File: src/rtl/uart_cnt_pkg.sv
// Shared encodings and limits for the UART oversampling frame counters.
package uart_cnt_pkg;

   localparam int unsigned MIN_PRESCALE  = 4;
   localparam int unsigned MIN_DATA_BITS = 5;
   localparam int unsigned DLEN_W        = 4;

   localparam logic [1:0] FLD_START  = 2'b00;
   localparam logic [1:0] FLD_DATA   = 2'b01;
   localparam logic [1:0] FLD_PARITY = 2'b10;
   localparam logic [1:0] FLD_STOP   = 2'b11;

   typedef enum logic {
      ST_IDLE = 1'b0,
      ST_RUN  = 1'b1
   } state_t;

endpackage

File: src/rtl/uart_sample_strobe.sv
// Mid-bit 3-point sample strobe and last-edge flag from an edge index.
module uart_sample_strobe
   import uart_cnt_pkg::*;
#(
   parameter int unsigned PRESCALE_W = 6
) (
   input  logic [PRESCALE_W-1:0] edge_cnt,
   input  logic [PRESCALE_W-1:0] Prescale,
   output logic                  sample_stb,
   output logic                  bit_end
);

   localparam int unsigned CMP_W = PRESCALE_W + 1;

   logic [CMP_W-1:0] edge_w;
   logic [CMP_W-1:0] pre_w;
   logic [CMP_W-1:0] mid_w;

   // Compare one bit wider and add to the edge side so nothing underflows.
   always_comb begin
      edge_w     = CMP_W'(edge_cnt);
      pre_w      = CMP_W'(Prescale);
      mid_w      = CMP_W'(Prescale >> 1);
      sample_stb = ((edge_w + CMP_W'(1)) >= mid_w) && (edge_w <= (mid_w + CMP_W'(1)));
      bit_end    = ((edge_w + CMP_W'(1)) == pre_w);
   end

endmodule

File: src/rtl/uart_rx_frame_counter.sv
// Parametrised edge/bit counter for the UART RX path with field tags and frame/abort pulses.
module uart_rx_frame_counter
   import uart_cnt_pkg::*;
#(
   parameter int unsigned PRESCALE_W    = 6,
   parameter int unsigned MAX_DATA_BITS = 9,
   parameter int unsigned BIT_CNT_W     = 4
) (
   input  logic                  CLK,
   input  logic                  RST,
   input  logic                  enable,
   input  logic [PRESCALE_W-1:0] Prescale,
   input  logic                  PAR_EN,
   input  logic [DLEN_W-1:0]     data_len,
   input  logic                  stop2,
   output logic [PRESCALE_W-1:0] edge_cnt,
   output logic [BIT_CNT_W-1:0]  bit_cnt,
   output logic [1:0]            field,
   output logic                  sample_stb,
   output logic                  bit_end,
   output logic                  frame_done,
   output logic                  abort,
   output logic                  cfg_err
);

   localparam int unsigned CMP_W = PRESCALE_W + 1;

   state_t                  state_q, state_d;
   logic [PRESCALE_W-1:0]   edge_d;
   logic [BIT_CNT_W-1:0]    bit_d;
   logic [PRESCALE_W-1:0]   presc_q, presc_d;
   logic [DLEN_W-1:0]       len_q, len_d;
   logic                    par_q, par_d;
   logic                    stop2_q, stop2_d;
   logic                    abort_d;
   logic                    cfg_err_d;
   logic                    cfg_ok;
   logic                    latch;
   logic                    run;
   logic                    stb_raw;
   logic                    be_raw;
   logic [BIT_CNT_W-1:0]    last_bit;

   uart_sample_strobe #(
      .PRESCALE_W (PRESCALE_W)
   ) u_strobe (
      .edge_cnt   (edge_cnt),
      .Prescale   (presc_q),
      .sample_stb (stb_raw),
      .bit_end    (be_raw)
   );

   // Frame-level decode from the latched config and counter state.
   always_comb begin
      run        = (state_q == ST_RUN);
      cfg_ok     = (CMP_W'(Prescale) >= CMP_W'(MIN_PRESCALE)) &&
                   (data_len >= DLEN_W'(MIN_DATA_BITS)) &&
                   (data_len <= DLEN_W'(MAX_DATA_BITS));
      last_bit   = BIT_CNT_W'(len_q) + BIT_CNT_W'(par_q) +
                   (stop2_q ? BIT_CNT_W'(2) : BIT_CNT_W'(1));
      sample_stb = run && stb_raw;
      bit_end    = run && be_raw;
      frame_done = run && be_raw && (bit_cnt == last_bit);
      if (!run || (bit_cnt == '0)) begin
         field = FLD_START;
      end else if (bit_cnt <= BIT_CNT_W'(len_q)) begin
         field = FLD_DATA;
      end else if (par_q && (bit_cnt == (BIT_CNT_W'(len_q) + BIT_CNT_W'(1)))) begin
         field = FLD_PARITY;
      end else begin
         field = FLD_STOP;
      end
   end

   // Next-state, counter and config-latch logic.
   always_comb begin
      state_d   = state_q;
      edge_d    = edge_cnt;
      bit_d     = bit_cnt;
      abort_d   = 1'b0;
      cfg_err_d = cfg_err;
      latch     = 1'b0;
      case (state_q)
         ST_IDLE: begin
            edge_d = '0;
            bit_d  = '0;
            if (enable) begin
               if (cfg_ok) begin
                  state_d   = ST_RUN;
                  latch     = 1'b1;
                  cfg_err_d = 1'b0;
               end else begin
                  cfg_err_d = 1'b1;
               end
            end else begin
               cfg_err_d = 1'b0;
            end
         end
         ST_RUN: begin
            if (!enable) begin
               state_d   = ST_IDLE;
               edge_d    = '0;
               bit_d     = '0;
               cfg_err_d = 1'b0;
               abort_d   = !frame_done;
            end else if (be_raw) begin
               edge_d = '0;
               if (bit_cnt == last_bit) begin
                  bit_d = '0;
                  if (cfg_ok) begin
                     latch     = 1'b1;
                     cfg_err_d = 1'b0;
                  end else begin
                     state_d   = ST_IDLE;
                     cfg_err_d = 1'b1;
                  end
               end else begin
                  bit_d = bit_cnt + BIT_CNT_W'(1);
               end
            end else begin
               edge_d = edge_cnt + PRESCALE_W'(1);
            end
         end
         default: state_d = ST_IDLE;
      endcase
      presc_d = latch ? Prescale : presc_q;
      len_d   = latch ? data_len : len_q;
      par_d   = latch ? PAR_EN   : par_q;
      stop2_d = latch ? stop2    : stop2_q;
   end

   // State, counters, latched config and registered flags.
   always_ff @(posedge CLK or negedge RST) begin
      if (!RST) begin
         state_q  <= ST_IDLE;
         edge_cnt <= '0;
         bit_cnt  <= '0;
         presc_q  <= '0;
         len_q    <= '0;
         par_q    <= 1'b0;
         stop2_q  <= 1'b0;
         abort    <= 1'b0;
         cfg_err  <= 1'b0;
      end else begin
         state_q  <= state_d;
         edge_cnt <= edge_d;
         bit_cnt  <= bit_d;
         presc_q  <= presc_d;
         len_q    <= len_d;
         par_q    <= par_d;
         stop2_q  <= stop2_d;
         abort    <= abort_d;
         cfg_err  <= cfg_err_d;
      end
   end

endmodule

File: config.mk
export PLATFORM = sky130hd
export DESIGN_NAME = uart_rx_frame_counter
export DESIGN_NICKNAME = d
export VERILOG_FILES = /design/src/rtl/uart_cnt_pkg.sv /design/src/rtl/uart_sample_strobe.sv /design/src/rtl/uart_rx_frame_counter.sv
export SDC_FILE = /design/constraint.sdc
export NUM_CORES = 1
export LEC_CHECK = 0
export BUFFER_PORTS_ARGS = -buffer_cell sky130_fd_sc_hd__buf_2
export CAP_MARGIN = 20
export CORE_MARGIN = 2
export CORE_UTILIZATION = 55
export CTS_CLUSTER_DIAMETER = 30
export CTS_CLUSTER_SIZE = 8
export DETAILED_ROUTE_END_ITERATION = 7
export GPL_TIMING_DRIVEN = 1
export PLACE_DENSITY = 0.76
export REMOVE_ABC_BUFFERS = 1
export SETUP_SLACK_MARGIN = 0.15
export SLEW_MARGIN = 20
export SYNTH_ARGS = -nofsm -noshare
export SYNTH_HDL_FRONTEND = slang
export SYNTH_SLANG_ARGS = --single-unit
export TNS_END_PERCENT = 30
File: constraint.sdc
create_clock -name CLK -period 6.6 [get_ports CLK]
set_input_delay 0.33 -clock CLK [delete_from_list [all_inputs] [get_ports CLK]]
set_output_delay 0.33 -clock CLK [all_outputs]
set_load 0.005 [all_outputs]
# After elaboration in Yosys (flattened, before gate mapping)

Index checks and enable logic that the tools add are counted.

Bits in registers: 25
Input bits: 15
Word-level logic and storage cells: 69

Add/subtract/negate cells: 7
Order comparisons: 6
Equality and inequality tests: 5
Multiplexer cells: 29
Bitwise gates (word level): 1
Reduce and logical (&&, ||, !) cells: 12

Operators with widths:

| cell                                                                                | number |
|---|---|
| 1-bit 2-to-1 mux                                                                    | 16 |
| 4-bit 2-to-1 mux                                                                    | 3 |
| 6-bit 2-to-1 mux                                                                    | 2 |
| 6-bit one-hot mux with 2 select lines                                               | 1 |
| 4-bit by 1-bit adder with 4-bit output, second input constant                       | 2 |
| 4-bit == test                                                                       | 2 |
| 4-bit one-hot mux with 2 select lines                                               | 1 |
| 6-bit by 1-bit adder with 7-bit output, second input constant                       | 1 |
| 7-bit by 6-bit == test with 1-bit output                                            | 1 |
| 7-bit by 5-bit greater-or-equal comparator with 1-bit output                        | 1 |
| 6-bit by 7-bit <= comparator with 1-bit output                                      | 1 |
| 1-bit logical AND                                                                   | 7 |
| 5-bit by 1-bit adder with 6-bit output, second input constant                       | 1 |
| 6-bit by 1-bit adder with 6-bit output, second input constant                       | 1 |
| 6-bit by 3-bit greater-or-equal comparator with 1-bit output, second input constant | 1 |
| 2-bit 2-to-1 mux                                                                    | 3 |
| 3-bit by 2-bit inequality test with 1-bit output, second input constant             | 2 |
| 1-bit one-hot mux with 2 select lines                                               | 3 |
| 4-bit by 1-bit adder with 4-bit output                                              | 1 |
| 4-bit by 2-bit adder with 4-bit output                                              | 1 |
| 4-bit by 3-bit greater-or-equal comparator with 1-bit output, second input constant | 1 |
| 4-bit <= comparator                                                                 | 1 |
| 4-bit <= comparator, second input constant                                          | 1 |
| 4-bit zero test                                                                     | 1 |
| other kinds (4)                                                                     | 5 |

# Depth between registers and ports, before layout

Gate-level depths: netlist of the first run.

Word-level depth: 8
Gate-level depth with buffers: 10

# By module

A second synthesis of the first run with hierarchy kept.

Cells, all modules: 223
Area total of the unflattened synthesis: 2103.3 µm²

Modules (own cells, without submodules):

| module                | times used | cells an instance | area an instance (µm²) | sequential area each (µm²) |
|---|---|---|---|---|
| uart_rx_frame_counter | 1          | 160               | 1584.0                 | 625.6 |
| uart_sample_strobe    | 1          | 63                | 519.2                  | 0.0 |

# Worst setup path before layout of the first run

No wires, ideal clock.

Kind: reg2reg
Start: register len_q[0]
End: register len_q[3]
Data arrival time: 2.856 ns
Data required time: 6.475 ns
Path slack: 3.619 ns
Stages on the path, launching flop included: 11
Buffers on the path: 1
Period minus slack after synthesis: 2.981 ns
Cell sequence: dfrtp_1 > inv_1 > fa_1 > inv_1 > fa_1 > xor2_1 > nor3_1 > nand2_1 > o41a_1 > buf_6 > mux2_4

Word-level cells in the longest chain between the ends: 7

Ends and longest elaborated chain:

| item                                   | line                         | RTL |
|---|---|---|
| from (decl)                            | uart_rx_frame_counter.sv:32  | `logic [DLEN_W-1:0] len_q, len_d;` |
| from (signal assigned)                 | uart_rx_frame_counter.sv:149 | `len_q <= len_d;` |
| 4-bit by 1-bit adder with 4-bit output | uart_rx_frame_counter.sv:59  | `last_bit = BIT_CNT_W'(len_q) + BIT_CNT_W'(par_q) +` |
| 4-bit by 2-bit adder with 4-bit output | uart_rx_frame_counter.sv:59  |  |
| 4-bit == test                          | uart_rx_frame_counter.sv:108 | `if (bit_cnt == last_bit) begin` |
| 1-bit 2-to-1 mux                       | uart_rx_frame_counter.sv:108 |  |
| 1-bit 2-to-1 mux                       | uart_rx_frame_counter.sv:106 | `end else if (be_raw) begin` |
| 1-bit 2-to-1 mux                       | uart_rx_frame_counter.sv:100 | `if (!enable) begin` |
| 1-bit one-hot mux with 2 select lines  | uart_rx_frame_counter.sv:83  | `case (state_q)` |

No other way between the ends.
A chain may end at the register's enable or synchronous reset.

# Worst setup path after layout of the first run

Start: register len_q[0]
End: register presc_q[2]

Word-level cells in the longest chain between the ends: 7

Ends and longest elaborated chain:

| item                                   | line                         | RTL |
|---|---|---|
| 4-bit by 1-bit adder with 4-bit output | uart_rx_frame_counter.sv:59  |  |
| 4-bit by 2-bit adder with 4-bit output | uart_rx_frame_counter.sv:59  |  |
| 4-bit == test                          | uart_rx_frame_counter.sv:108 |  |
| 1-bit 2-to-1 mux                       | uart_rx_frame_counter.sv:108 |  |
| 1-bit 2-to-1 mux                       | uart_rx_frame_counter.sv:106 |  |
| 1-bit 2-to-1 mux                       | uart_rx_frame_counter.sv:100 |  |
| 1-bit one-hot mux with 2 select lines  | uart_rx_frame_counter.sv:83  |  |
| to (signal assigned)                   | uart_rx_frame_counter.sv:148 | `presc_q <= presc_d;` |
| to (decl)                              | uart_rx_frame_counter.sv:31  | `logic [PRESCALE_W-1:0] presc_q, presc_d;` |

No other way between the ends.

==> impl_metrics.py, run 1 <==
metrics = {
    "outcome": {
        "status": "completed",
    },
    "sta": {
        "hold_viol_final": 0,
        "tns_ns": 0,
        "rsz0062_at_grt": "false",
        "fmax_mhz": 296,
        "tightest_slew_ns": 0.742,
        "layout_worst_path_cycle_share_pct": 51.1,
        "clock_skew_ns": 0.00543,
        "finalSetupViolations": 0,
        "relSlewSlack_pct": 50.5,
        "fin_crit_ns": 3.37,
        "slew_violations": 0,
    },
    "floorplanning": {
        "core_um2": 3390,
        "floorplan.initialDensity_pct": 58.2,
        "dieArea_um2": 4080,
        "die_width_um": 63.9,
        "fp-row-count": 21,
        "die_y_um": 63.9,
        "ioPinCount": 32,
    },
    "clocking": {
        "clockBufferDepth": 2,
        "root_buffer": "clkbuf_4",
        "clkTransAtPathRegs_ns": 0.12,
        "clock_sinks": 25,
        "cts_tree": "built",
        "clk_latency_ns": 0.31,
        "htreeDepth": 1,
        "post_cts_resized": 0,
        "cts_buffers": 3,
    },
    "synth": {
        "ys_warn_count": 0,
        "synthCells": 199,
        "ys_ff_latch": 25,
        "yosysTopAreaCellShare_pct": 31.7,
        "syn_area_um2": 1970,
        "avgSynthCellArea_um2": 9.92,
        "yosysTopAreaCell": "dfrtp_1",
        "synthTopCellsByArea": "dfrtp_1, ha_1, xnor2_1",
        "yosysSeqAreaShare_pct": 31.7,
        "ys_types": 38,
    },
    "routing": {
        "post_drt_wl_per_cell_um": 13.5,
        "wirelength_um": 3740,
        "drtAntennaViolNets": 0,
        "drcViolationCount": 0,
        "drt_iter0_drc": 92,
        "drtPass1Iterations": 4,
        "viasPerCell": 5.36,
        "vias": 1485,
    },
    "placed_design": {
        "placed_area_um2": 2150,
        "port_buffers": 31,
        "gp_congestion": 0.827,
        "dp.final_hpwl_um": 3020,
    },
    "setup_path": {
        "r2r_cells": 9,
        "worstReg2RegEnd": "presc_q[2]$_DFFE_PN0P_",
        "critPathSlowestCell": "o41a_1",
        "critPathRequiredTime_ns": 6.81,
        "critPathMaxFanout": 12,
        "regToRegSetupSlack_ns": 3.23,
        "slowest_delay_ns": 0.70,
        "r2r-start": "len_q[0]$_DFFE_PN0P_",
        "end_kind": "flip-flop",
        "arrival_ns": 3.59,
        "crit_path_start_kind": "flip-flop",
        "crit_path_cell_trace": "inv_1 > fa_1 > inv_1 > fa_1 > xor2_1 > nor3_1 > nand2_1 > o41a_1 > mux2_4",
        "worstSetupPathType": "flip-flop to flip-flop",
    },
    "final_layout": {
        "drive_gt1_share_pct": 21.6,
        "antennaDiodeCount": 0,
        "fill_cells": 284,
        "stdcell_area_um2": 2180,
        "nets": 270,
        "area_delta_synth_final_pct": 10.7,
    },
    "global_route": {
        "grt_max_degree": 26,
        "grtUsageTotal_pct": 20.4,
        "grt_pass1_wl_um": 6650,
        "antenna_found_initial": 0,
        "grt_pass1_vias": 1438,
        "gr-total-overflow": 0,
    },
    "power_and_ir_drop": {
        "p_int_mw": 0.319,
        "p_leak_nw": 1.08,
        "pwr-share-clk_pct": 13.2,
        "combPwrFrac_pct": 45.2,
        "pwr-share-seq_pct": 41.7,
        "switching_power_mw": 0.187,
        "switching_share_pct": 37.0,
        "ir_worst_vdd_mv": 0.144,
        "powerDensity_nw_per_um2": 232,
        "finalPower_mw": 0.506,
    },
    "flow_run": {
        "maxCapViolCount": 0,
    },
    "worst_hold_path": {
        "whs_endpoint": "len_q[2]$_DFFE_PN0P_",
        "hp-class": "input port to flip-flop",
        "hp-start": "data_len[3]",
        "hold_depth": 2,
    },
}
[layout by cell type, fill, tap and decap left out, drive strengths merged, types with 5 or more instances in the layout]
| cell | count |
|---|---|
| inv | 19 |
| buf | 31 |
| mux2 | 11 |
| xor2 | 5 |
| nor2 | 10 |
| xnor2 | 17 |
| nand3 | 14 |
| ha | 21 |
| o21ai | 7 |
| nor2b | 10 |
| dfrtp | 25 |
| nand2 | 10 |
| a21oi | 9 |
[cell usage after synthesis]
cell type / number
nand2_1: 10
or4_1: 1
o22ai_1: 1
and3_4: 1
nor2b_1: 10
o41a_1: 1
nor3_1: 4
buf_2: 1
a211oi_1: 4
nand2b_1: 3
nor4_1: 1
o21ai_0: 7
a2111oi_4: 1
nand4_1: 1
or3_1: 1
a21oi_1: 9
inv_1: 19
nand3_1: 12
xnor2_1: 16
fa_1: 2
buf_6: 3
dfrtp_1: 25
a41oi_1: 1
ha_1: 21
nor3b_1: 2
mux2i_1: 4
a21o_1: 1
nor2_1: 10
and3_1: 2
mux2_4: 9
nand4b_1: 1
nand3_2: 2
mux2_2: 2
o21a_1: 2
o211ai_1: 1
xor2_1: 5
a31oi_1: 2
xnor2_2: 1
[worst max path at each step]
stage | startpoint | end | slack [ns] | cells after the start
after floorplan | len_q[0]$_DFFE_PN0P_ | len_q[3]$_DFFE_PN0P_ | 3.52 | 9
after global placement | len_q[0]$_DFFE_PN0P_ | presc_q[1]$_DFFE_PN0P_ | 3.35 | 9
after detailed placement | len_q[0]$_DFFE_PN0P_ | len_q[3]$_DFFE_PN0P_ | 3.27 | 9
after CTS | len_q[0]$_DFFE_PN0P_ | presc_q[2]$_DFFE_PN0P_ | 3.25 | 9
after global routing | len_q[0]$_DFFE_PN0P_ | stop2_q$_DFFE_PN0P_ | 3.01 | 9
final | len_q[0]$_DFFE_PN0P_ | presc_q[2]$_DFFE_PN0P_ | 3.23 | 9
[area by class of cell]
type / count / area [um2] / area share (%)
clock buffers: 4 / 26.3 / 1.20
inverters: 19 / 71.3 / 3.27
multi-input cells: 151 / 1240 / 56.7
flip-flops and latches: 25 / 626 / 28.7
well taps: 46 / 57.6 / 2.64
repair buffers: 32 / 165 / 7.56
[per-stage QoR]
| stage | instances | util, % | hold slack [ns] | setup slack (ns) |
|---|---|---|---|---|
| finish | 277 | 64.4 | 0.232 | 3.23 |
| global placement | 272 | 63.3 | 0.339 | 3.35 |
| detailed placement | 272 | 63.3 | 0.342 | 3.27 |
| floorplan | 195 | - | 0.0344 | 3.52 |
| CTS | 277 | 64.4 | 0.220 | 3.25 |
| global route | 277 | 64.4 | 0.217 | 3.01 |
[flip-flops by register name (all words and copies together) (netlist names)]
signal and count:
edge_cnt 6, presc_q 6, bit_cnt 4, len_q 4
abort 1, cfg_err 1, par_q 1, run 1
stop2_q 1
[layer usage]
metal  track usage [%]  wire, um  vias up
met4              4.08        33        0
met2              31.4      1680       39
met5                 0         0        -
li1                  -         -      758
met3              4.05       154        5
met1              29.8      1870      683
[critical path: cells and delay by family, from the launching register on]
| family | cells | cell delay (ns) |
|---|---|---|
| mux | 1 | 0.39 |
| compound gates | 1 | 0.70 |
| fa+ha+maj | 2 | 0.86 |
| buf+inv | 2 | 0.17 |
| xor+xnor | 1 | 0.17 |
| flops | 1 | 0.43 |
| simple gates | 2 | 0.55 |
[repair_timing]
item | CTS | global route
hold buffers | 1 | 0
hold endpoints to repair | 25 | 0
buffers inserted | 0 | 0
setup endpoints to repair | 0 | 0
[kinds of logic (layout without fill, tap and decap cells)]
| logic type | count (synthesis) | count (layout) | synth area share (%) |
|---|---|---|---|
| compound gates | 30 | 30 | 10.5 |
| xor+xnor | 22 | 22 | 10.1 |
| fa+ha+maj | 23 | 23 | 15.3 |
| buf+inv | 23 | 55 | 5.58 |
| flops | 25 | 25 | 31.7 |
| mux | 15 | 15 | 10.0 |
| simple gates | 61 | 61 | 16.7 |
[power groups by stage]
stage,registers (mW),logic (mW),clock network [mW]
after floorplan,0.204,0.188,0
after global placement,0.214,0.221,0
after detailed placement,0.214,0.228,0
after CTS,0.211,0.229,0.0692
after global routing,0.215,0.263,0.0749
final,0.211,0.229,0.0667
Note: power is estimated with default switching activity, not from simulation.
==> run 2: changes to the inputs <==
--- a/config.mk
+++ b/config.mk
@@ -5,15 +5,16 @@
 export SDC_FILE = /design/constraint.sdc
 export NUM_CORES = 1
 export LEC_CHECK = 0
+export ABC_AREA = 1
 export BUFFER_PORTS_ARGS = -buffer_cell sky130_fd_sc_hd__buf_2
 export CAP_MARGIN = 20
 export CORE_MARGIN = 2
-export CORE_UTILIZATION = 55
+export CORE_UTILIZATION = 51
 export CTS_CLUSTER_DIAMETER = 30
 export CTS_CLUSTER_SIZE = 8
 export DETAILED_ROUTE_END_ITERATION = 7
 export GPL_TIMING_DRIVEN = 1
-export PLACE_DENSITY = 0.76
+export PLACE_DENSITY = 0.74
 export REMOVE_ABC_BUFFERS = 1
 export SETUP_SLACK_MARGIN = 0.15
 export SLEW_MARGIN = 20
==> constraint.sdc (replaced) <==
create_clock -name CLK -period 3.1 [get_ports CLK]
set_input_delay 0.155 -clock CLK [delete_from_list [all_inputs] [get_ports CLK]]
set_output_delay 0.155 -clock CLK [all_outputs]
set_load 0.005 [all_outputs]
==> run 2 against run 1 <==
Count of clock-buffer cells in the layout decreased by 1. Setup slack got worse by 2.8 ns. Global-route usage increased by 0.73 points. Sequential cell count unchanged. Largest cell class unchanged.
==> impl_metrics.py, run 2 <==
metrics = {
    "placed_design": {
        "gp_congestion": 0.851,
        "dp_cells": 345,
        "port_buffers": 31,
        "dp.final_hpwl_um": 3390,
    },
    "synth": {
        "ys_ff_latch": 25,
        "yosys-top-cells-count": "nand2_1, nand3_1, inv_1",
        "yosysMostFrequentCell": "nand2_1",
        "synthTopCellsByArea": "dfrtp_1, ha_1, nand2_1",
        "yosysSeqAreaShare_pct": 30.8,
        "syn_area_um2": 2030,
        "ys_warn_count": 0,
        "avgSynthCellArea_um2": 7.53,
        "ys_types": 30,
        "synth-main-ff-cell": "dfrtp_1",
        "async_flop_share_pct": 100,
        "yosysTopAreaCell": "dfrtp_1",
        "synthCells": 270,
        "yosysTopAreaCellShare_pct": 30.8,
        "synth_edf_count": 0,
    },
    "final_layout": {
        "final_common_cell": "nand2_1",
        "instances_no_fill": 351,
        "top_regs": "edge_cnt x6, presc_q x6",
        "drive_gt1_share_pct": 19.1,
        "finish.utilization_pct": 60.7,
        "fill_cells": 376,
        "layout_common_cells": "nand2_1, nand3_1, inv_1, buf_2, dfrtp_1",
        "area_delta_synth_final_pct": 11.8,
        "nets": 342,
        "antennaDiodeCount": 0,
    },
    "routing": {
        "drcViolationCount": 0,
        "viasPerCell": 4.99,
        "vias": 1753,
        "post_drt_wl_per_cell_um": 12.1,
        "drtPass1Iterations": 4,
        "drt_iter0_drc": 69,
        "drtAntennaViolNets": 0,
        "wirelength_um": 4250,
    },
    "sta": {
        "layout_worst_path_cycle_share_pct": 87.3,
        "fmax_mhz": 369,
        "tightest_slew_ns": 0.876,
        "fin_crit_ns": 2.71,
        "slew_violations": 0,
        "clock_skew_ns": 0.00800,
        "rsz0062_at_grt": "false",
        "finalSetupViolations": 0,
        "tns_ns": 0,
        "hold_viol_final": 0,
        "relSlewSlack_pct": 41.4,
    },
    "global_route": {
        "antenna_found_initial": 0,
        "grtUsageTotal_pct": 21.1,
        "grt_pass1_wl_um": 7330,
        "gr-total-overflow": 0,
        "grt_max_degree": 26,
        "grt_pass1_vias": 1672,
    },
    "setup_path": {
        "critPathSlowestCell": "fa_1",
        "critPathMaxFanout": 3,
        "end_kind": "primary output",
        "critPathRequiredTime_ns": 2.94,
        "r2r_cells": 13,
        "regToRegSetupSlack_ns": 0.54,
        "crit_path_start_kind": "flip-flop",
        "worstSetupPathType": "flip-flop to primary output",
        "r2r-start": "len_q[0]$_DFFE_PN0P_",
        "worstReg2RegEnd": "par_q$_DFFE_PN0P_",
        "arrival_ns": 2.55,
        "crit_path_cell_trace": "inv_1 > fa_1 > inv_1 > fa_1 > xor2_1 > nor2_1 > nand2_1 > nor2_2 > nand4_4 > nor2_1 > buf_2",
        "slowest_delay_ns": 0.42,
    },
    "floorplanning": {
        "die_y_um": 67.1,
        "core_um2": 3740,
        "ioPinCount": 32,
        "dieArea_um2": 4510,
        "floorplan.initialDensity_pct": 54.3,
        "fp-row-count": 22,
        "die_width_um": 67.1,
    },
    "clocking": {
        "post_cts_resized": 0,
        "root_buffer": "clkbuf_8",
        "clock_sinks": 25,
        "clockBufferDepth": 2,
        "clkTransAtPathRegs_ns": 0.09,
        "clk_latency_ns": 0.27,
        "htreeDepth": 1,
        "cts_tree": "built",
        "cts_buffers": 3,
    },
    "power_and_ir_drop": {
        "powerDensity_nw_per_um2": 765,
        "p_leak_nw": 1.24,
        "finalPower_mw": 1.74,
        "ir_worst_vdd_mv": 0.390,
    },
    "worst_hold_path": {
        "hp-class": "input port to flip-flop",
        "whs_endpoint": "abort$_DFF_PN0_",
        "hp-start": "enable",
        "hold_depth": 2,
    },
    "flow_run": {
        "maxCapViolCount": 0,
    },
    "outcome": {
        "status": "completed",
    },
}
run 2: cell count changes after synthesis, moves of 4 or more:
| cell | before | now |
|---|---|---|
| nor2_1 | 10 | 22 |
| a211oi_1 | 4 | 0 |
| o21ai_1 | 0 | 4 |
| mux2i_1 | 4 | 0 |
| mux2_4 | 9 | 0 |
| nor2b_1 | 10 | 0 |
| nand2_1 | 10 | 69 |
| nand3_1 | 12 | 33 |
| inv_2 | 0 | 5 |
| nand2_2 | 0 | 6 |
| inv_1 | 19 | 31 |
| xnor2_1 | 16 | 4 |
run 2: cell type report:
type | count | area [um2] | area share (%)
flip-flops and latches | 25 | 626 | 27.5
multi-input cells | 205 | 1230 | 54.3
repair buffers | 33 | 173 | 7.59
clock inverters | 1 | 5.00 | 0.220
well taps | 48 | 60.1 | 2.64
inverters | 36 | 135 | 5.94
clock buffers | 3 | 41.3 | 1.82
run 2: kinds of logic (layout without fill, tap and decap cells):
| group | after synthesis | in the layout | synth area share (%) |
|---|---|---|---|
| AOI/OAI and AO/OA | 27 | 27 | 7.75 |
| adders and majority gates | 23 | 23 | 14.9 |
| buffers and inverters | 40 | 73 | 8.55 |
| and+or+nand+nor | 145 | 145 | 33.7 |
| xor gates and xnor gates | 10 | 10 | 4.31 |
| DFF | 25 | 25 | 30.8 |
run 2: repair_timing:
action,CTS,global route
setup endpoints to repair,0,1
endpoints found under the hold margin,25,0
buffers inserted,0,1
hold buffers,1,0
run 2: how the worst max path moves through the flow:
stage | start | to | slack [ns] | cells after the start
2_1_floorplan | len_q[0]$_DFFE_PN0P_ | len_q[0]$_DFFE_PN0P_ | 0.67 | 13
3_3_place_gp | len_q[0]$_DFFE_PN0P_ | presc_q[2]$_DFFE_PN0P_ | 0.53 | 13
3_5_place_dp | len_q[0]$_DFFE_PN0P_ | presc_q[2]$_DFFE_PN0P_ | 0.47 | 13
4_1_cts | len_q[0]$_DFFE_PN0P_ | frame_done | 0.33 | 11
5_1_grt | len_q[0]$_DFFE_PN0P_ | frame_done | 0.17 | 11
6_report | len_q[0]$_DFFE_PN0P_ | frame_done | 0.39 | 11
run 2: critical path: cells and delay by family (launching register included):
family                   cells  cell delay (ns)
adder cells (fa/ha/maj)      2             0.82
AND/OR/NAND/NOR              5             0.63
flip-flops                   1             0.38
buffers and inverters        3             0.30
XOR/XNOR                     1             0.17
run 2: metal layers:
layer | up-vias | wire (um) | share of wire [%] | GRT usage (%)
met5 | - | 0 | 0 | 0
met4 | 0 | 29 | 0.68 | 5.10
met3 | 4 | 187 | 4.4 | 2.33
met2 | 38 | 1770 | 42 | 32.7
met1 | 768 | 2260 | 53 | 31.6
li1 | 943 | - | - | -
run 2: stage by stage:
stage / setup WS, ns / hold slack (ns) / area (um2)
4_1_cts: 0.333 / 0.0759 / 2270
2_1_floorplan: 0.673 / -0.141 / 1990
3_3_place_gp: 0.534 / 0.184 / 2210
3_5_place_dp: 0.467 / 0.184 / 2210
5_1_grt: 0.166 / 0.0827 / 2270
6_report: 0.393 / 0.0797 / 2270
run 2: power breakdown:
part	switching [mW]	internal [mW]	total, mW
registers	0.153	0.427	0.581
logic	0.573	0.388	0.961
clock network	0.107	0.0899	0.196
